<file path="config.mk">
export PLATFORM = sky130hd
export DESIGN_NAME = ifetch_unit
export DESIGN_NICKNAME = d
export VERILOG_FILES = /design/src/rtl/ifetch_unit.sv
export SDC_FILE = /design/constraint.sdc
export NUM_CORES = 1
export LEC_CHECK = 0
export CAP_MARGIN = 40
export CORE_UTILIZATION = 35
export CTS_BUF_LIST = sky130_fd_sc_hd__clkbuf_4
export CTS_CLUSTER_SIZE = 12
export DETAILED_ROUTE_END_ITERATION = 10
export DONT_BUFFER_PORTS = 1
export PLACE_DENSITY = 0.61
export SETUP_SLACK_MARGIN = 0.05
export SYNTH_ARGS = -nofsm -noshare
export SYNTH_HDL_FRONTEND = slang
export SYNTH_SLANG_ARGS = --single-unit
</file>
<file path="constraint.sdc">
create_clock -name clk -period 7.2 [get_ports clk]
set_input_delay 1.44 -clock clk [delete_from_list [all_inputs] [get_ports clk]]
set_output_delay 1.44 -clock clk [all_outputs]
set_load 0.05 [all_outputs]
</file>
<file path="src/rtl/ifetch_unit.sv">
// Instruction-fetch stage for the multi-cycle MIPS32 core: owns the PC, sequences the ROM read and loads IR.
// Optional build macro IFETCH_RANGE_CHK_EN adds an out-of-range / misaligned PC check with a sticky fetch_fault.
//
// state   | meaning
// --------+-----------------------------------------------------------
// S_IDLE  | ROM disabled; accepts pc_wr updates and fetch_req
// S_REQ   | ROM enabled, address presented from the registered pc
// S_WAIT  | extra ROM access cycles, WAIT_CYCLES of them
// S_CAPT  | ROM data valid; IR loaded and pc advanced on the exit edge
module ifetch_unit #(
    parameter logic [31:0] RESET_PC    = 32'h0000_0000,
    parameter int          ROM_AW      = 9,
    parameter int          WAIT_CYCLES = 0
) (
    input  logic              clk,
    input  logic              nrst,
    input  logic              fetch_req,
    input  logic              pc_wr,
    input  logic [1:0]        pc_src,
    input  logic [15:0]       br_offset,
    input  logic [25:0]       jmp_target,
    output logic              rom_nce,
    output logic              rom_re,
    output logic [ROM_AW-1:0] rom_addr,
    input  logic [31:0]       rom_data,
    output logic [31:0]       ir,
    output logic [31:0]       pc,
    output logic              busy,
    output logic              fetch_done,
    output logic              fetch_fault
);

    typedef enum logic [1:0] {
        S_IDLE = 2'd0,
        S_REQ  = 2'd1,
        S_WAIT = 2'd2,
        S_CAPT = 2'd3
    } state_t;

    localparam logic [3:0] WAIT_LD = 4'(WAIT_CYCLES - 1);

    state_t      state, state_nxt;
    logic [3:0]  wait_cnt, wait_cnt_nxt;
    logic [31:0] pc_upd, pc_nxt, ir_nxt;
    logic        done_nxt;
    logic        blocked;

    // pc update requested by decode/execute; only applied while idle
    always_comb begin
        pc_upd = pc;
        if (pc_wr) begin
            case (pc_src)
                2'b01:   pc_upd = pc + {{14{br_offset[15]}}, br_offset, 2'b00};
                2'b10:   pc_upd = {pc[31:28], jmp_target, 2'b00};
                default: pc_upd = pc;
            endcase
        end
    end

    always_comb begin
        state_nxt    = state;
        wait_cnt_nxt = wait_cnt;
        pc_nxt       = pc;
        ir_nxt       = ir;
        done_nxt     = 1'b0;
        case (state)
            S_IDLE: begin
                pc_nxt = pc_upd;
                if (fetch_req) state_nxt = S_REQ;
            end
            S_REQ: begin
                if (WAIT_CYCLES == 0) begin
                    state_nxt = S_CAPT;
                end else begin
                    state_nxt    = S_WAIT;
                    wait_cnt_nxt = WAIT_LD;
                end
            end
            S_WAIT: begin
                if (wait_cnt == 4'd0) state_nxt = S_CAPT;
                else                  wait_cnt_nxt = wait_cnt - 4'd1;
            end
            S_CAPT: begin
                state_nxt = S_IDLE;
                ir_nxt    = blocked ? 32'h0000_0000 : rom_data;
                pc_nxt    = pc + 32'd4;
                done_nxt  = 1'b1;
            end
            default: state_nxt = S_IDLE;
        endcase
    end

    always_ff @(posedge clk or negedge nrst) begin
        if (!nrst) begin
            state      <= S_IDLE;
            wait_cnt   <= 4'd0;
            pc         <= RESET_PC;
            ir         <= 32'h0000_0000;
            fetch_done <= 1'b0;
        end else begin
            state      <= state_nxt;
            wait_cnt   <= wait_cnt_nxt;
            pc         <= pc_nxt;
            ir         <= ir_nxt;
            fetch_done <= done_nxt;
        end
    end

`ifdef IFETCH_RANGE_CHK_EN
    function automatic logic addr_bad(input logic [31:0] a);
        return ((a >> (ROM_AW + 2)) != 32'd0) || (a[1:0] != 2'b00);
    endfunction

    // judged once on entry to S_REQ; pc cannot change until the fetch completes
    always_ff @(posedge clk or negedge nrst) begin
        if (!nrst) begin
            blocked     <= 1'b0;
            fetch_fault <= 1'b0;
        end else if (state == S_IDLE && fetch_req) begin
            blocked <= addr_bad(pc_upd);
            if (addr_bad(pc_upd)) fetch_fault <= 1'b1;
        end
    end
`else
    assign blocked     = 1'b0;
    assign fetch_fault = 1'b0;
`endif

    assign busy     = (state != S_IDLE);
    assign rom_re   = busy;
    assign rom_nce  = !(busy && !blocked);
    assign rom_addr = pc[ROM_AW+1:2];

endmodule
</file>
# After elaboration in Yosys (flattened, before gate mapping)
# Cells that the tools add are included.
# Widths: inputs -> output; s select.
[totals]
register_bits = 71
inputBits = 80
output_inout_bits = 78
elab_cells = 37
[classes]
n_addsub = 3
eq_ne = 11
mux = 7
bitwise_logic = 1
reduce_logical = 9
[op_table]
columns = ["operator", "count"]
rows = [
  ["$pmux 32 s2", 2],
  ["$add 32x3->32 const B", 1],
  ["$add 32x32->32", 1],
  ["$mux 32", 1],
  ["$ne 2x2->1 const B", 4],
  ["$pmux 2 s4", 1],
  ["$eq 2x2->1 const B", 3],
  ["$eq 2x1->1 const B", 2],
  ["$logic_not 4->1", 1],
  ["$mux 2", 2],
  ["$reduce_and 2->1", 2],
  ["$reduce_and 4->1", 1],
  ["$reduce_bool 2->1", 2],
  ["$sub 4x1->4 const B", 1],
  ["$ne 3x1->1 const B", 1],
  ["$reduce_and 3->1", 1],
  ["$logic_not 2->1", 1],
  ["$ne 2x1->1 const B", 1],
  ["$logic_not 1->1", 1],
  ["$mux 1", 1],
  ["$not 1->1", 1],
]

# Depth between registers and ports, before layout
[logic_depth]
word_depth = 4
ltp_mapped = 10
ltp_nobuf = 10

# Worst setup path before layout
# No wires, ideal clock.
[synth_timing]
path_type = "input port to flip-flop"
start = "input br_offset[0]"
end = "register pc[24]"
setup_ns = 0.124
t_arrival_ns = 3.536
required_ns = 7.076
setup_slack_ns = 3.540
cell_stages = 10
path_buffers = 0
cell_sequence = "ha_1 > fa_1 > a21o_1 > a221oi_2 > a21oi_1 > a2bb2oi_2 > a21bo_2 > a21oi_2 > nor4b_1 > a211o_1"
[synth_between]
elab_chain_cells = 4
[synth_rtl]
columns = ["item", "line", "text"]
rows = [
  ["start, declared", "20", "input logic [15:0] br_offset,"],
  ["$add 32x32->32", "53", "2'b01: pc_upd = pc + {{14{br_offset[15]}}, br_offset, 2'b00};"],
  ["$pmux 32 s2", "52", "case (pc_src)"],
  ["$mux 32", "51", "if (pc_wr) begin"],
  ["$pmux 32 s2", "66", "case (state)"],
  ["end signal, assigned", "103", "pc <= pc_nxt;"],
  ["end, declared", "27", "output logic [31:0] pc,"],
]
# No other way between the ends. The select of a mux whose other input is x is not followed.
# A chain may end at the register's enable or synchronous reset.

# Worst setup path in the final report
[layout_timing]
start = "register state[0]"
end = "output busy"
[layout_between]
elab_chain_cells = 1
[layout_rtl]
columns = ["item", "line", "text"]
rows = [
  ["start, declared", "42", "state_t state, state_nxt;"],
  ["start signal, assigned", "101", "state <= state_nxt;"],
  ["$reduce_bool 2->1", "129", "assign busy = (state != S_IDLE);"],
  ["end, declared", "28", "output logic busy,"],
]
# No other way between the ends.

==> metrics <==
status complete, no violations; wire length on met2 8070 µm; cell accounting for the most synthesized area dfrtp_1; Critical Path AT 2.16 ns; GRT Overall Usage 20.5%; I/O Buffers 0; Layout area overhead 7.92%; Yosys warning total 0; PD cells 536 mW/mm²; final slew viol count 0; Tightest Hold Check Type reg2reg; MaxCap Viol Count 0; hold_sp wait_cnt[3]; cells after synthesis 634; Vias 4,858; setup tns final 0 ns; final wirelength 16,900 µm; hpwl dp 12,500 µm; clock sinks 69; Initial Util 36.3%; met1 wire length 7480 µm; Final ANT Viol Nets 0; Synth area leaders dfrtp_1, ha_1, mux2_2, a21oi_1, o21ai_0; FF+latch count, synth 69; DP Cell Count 822; Worst EP required 5.76 ns; Via density 5.79; Post-CTS Resized 0; Max clock buf depth 2; Slew HR 45.1%; number of global-route vias before repair 4,738; share of cells above drive strength 1 15.2%; largest net degree at the start of global routing 70; Int Pwr 1.34 mW; RSZ-0062 raised after global routing no; CP max FO 8; CP endpoint kind primary output; startpoint types flip-flop; Site Rows 45; CP startpoint state[0]; prevailing post-synth register cell dfrtp_1; initial antenna violation count 1; WL per Instance 20.1 µm; sequential element share of the synthesized area 31.0%; Tmin final 3.60 ns; first-pass GRT wire length 25,800 µm; CTS buffer count 9; FMAX 278 MHz; Seq pwr share 39.0%; grt ovf 0; Synth cell types 79; setup bufs post-CTS 0; Die Footprint 0.0164 mm²; CTS tree done; Final Util 39.2%; TritonRoute pass-1 iters 5; die width 128 µm; Setup CP Type reg2out; NetSw 1.89 mW; Worst-Margin Slew 0.824 ns; Max Clock Skew 0.0280 ns; Critical R2R Launch state[0]; clk_lat worst skew 0.46 ns; Pleak 2.58 nW; maximum VDD drop 190 µV; top layer in use met4; Nets 740; H-tree Lvls 3; clock power share 8.5%; Fill cells 1,539; final hold vios 0; Iter 0 DRT Violations 274; Final GP Congestion 0.902; clock slew at reported path FFs 0.12 ns; Synth top area share 31.0%; Sw Share 58.5%; Comb power frac 52.5%; clock root cell clkbuf_4; I/O pin count 158; Setup-failing EPs final 0; Final Non-Filler Cells 839; Post-Syn Area 0.00558 mm²; Avg Synthesized Cell Area 8.80 µm²; Tcrit/Tclk final 49.9%; Post-synth EDFFs 0; Core ar. 0.0154 mm²; CTS Hold Buffers Added 0; DRC violations left 0; Async SR Flop Fraction 100%; Met3 Routed Length 1050 µm; Die Y 128 µm
cells by family after synthesis:
logic type,after synthesis,synth area share [%]
compound gates,198,23.2
xor+xnor,28,4.40
fa+ha+maj,38,8.66
buf+inv,58,5.79
flops,69,31.0
mux,47,9.29
other cells,1,0.0672
simple gates,195,17.6
synthesized netlist by cell type (5+ instances only):
cell      number
xnor2_1       15
a21oi_1       58
ha_1          37
buf_2          6
nor3_1        11
o221ai_1       5
buf_4         13
nand4_1        9
o21ai_0       47
mux2_2        34
a31oi_1       10
nand2_1       62
a211o_1        8
inv_1         15
nand3_1       14
clkbuf_1      14
nor2b_1        5
and3_1         7
o211ai_1       6
a21o_1        14
mux2i_1       12
a221oi_1       5
dfrtp_1       69
nor2_1        53
xor2_1        13
flip-flops by register name, summed over array words and instances (netlist names):
name	cells
wait_cnt	4
ir	32
fetch_done	1
state	2
pc	30
layer usage:
layer  GRT usage, %  vias to the layer above
met5              0                        -
met4           6.02                        0
met3           4.51                       25
met2           33.7                      140
met1           26.9                     2389
li1               -                     2304
layout make-up:
cell class	instances	area [µm²]	share of cell area (%)
flip-flops and latches	69	1730	28.7
well taps	211	264	4.39
repair buffers	18	290	4.82
multi-input cells	509	3540	58.8
diodes	1	2.50	0.0416
inverters	15	56.3	0.936
clock inverters	7	73.8	1.23
clock buffers	9	67.6	1.12
power groups by stage:
stage	clock, mW	sequential (mW)	combinational, mW
floorplan	0	1.28	1.23
global placement	0	1.37	1.42
detailed placement	0	1.27	1.68
CTS	0.283	1.26	1.69
global route	0.297	1.29	1.84
finish	0.273	1.26	1.69
critical path, cell delays in order (launching register included):
cell     delay (ns)
dfrtp_1        0.43
inv_1          0.11
ha_1           0.68
inv_1          0.24
buf_16         0.24
final timing paths:
kind                       depth (start not counted)  slack, ns     endpoint
min                                                1       0.52  wait_cnt[3]
min in group asynchronous                          0       0.65        ir[7]
min reg2reg                                        1       0.52  wait_cnt[3]
max reg2reg                                        9       3.89       pc[24]
max                                                4       3.60         busy
max in group asynchronous                          0       6.43        pc[3]
placed cells by master, fill, tap and decap left out, drive strengths merged, types with 4 or more instances in the layout:
cell type,count
o41ai,4
and3,9
xor2,13
o21a,4
clkbuf,9
buf,18
a211o,9
nor2,54
xnor2,15
nor4,4
a31oi,11
mux2,35
mux2i,12
or2,4
dfrtp,69
ha,37
nand2b,4
a221oi,6
a21o,14
o21ai,52
o221ai,5
nand4,10
and2,4
nor3,12
o211ai,7
nor2b,5
a21oi,60
nand3,15
inv,17
nand2,63
stage by stage:
stage	area [µm²]	hold slack [ns]	worst slack (ns)	power [mW]
floorplan	5580	0.464	3.54	2.51
global placement	5640	0.482	3.32	2.78
detailed placement	5870	0.500	3.29	2.95
CTS	6020	0.522	3.56	3.23
global route	6020	0.549	3.46	3.43
finish	6020	0.519	3.60	3.23
No activity file was read; power rests on OpenSTA's default activity.
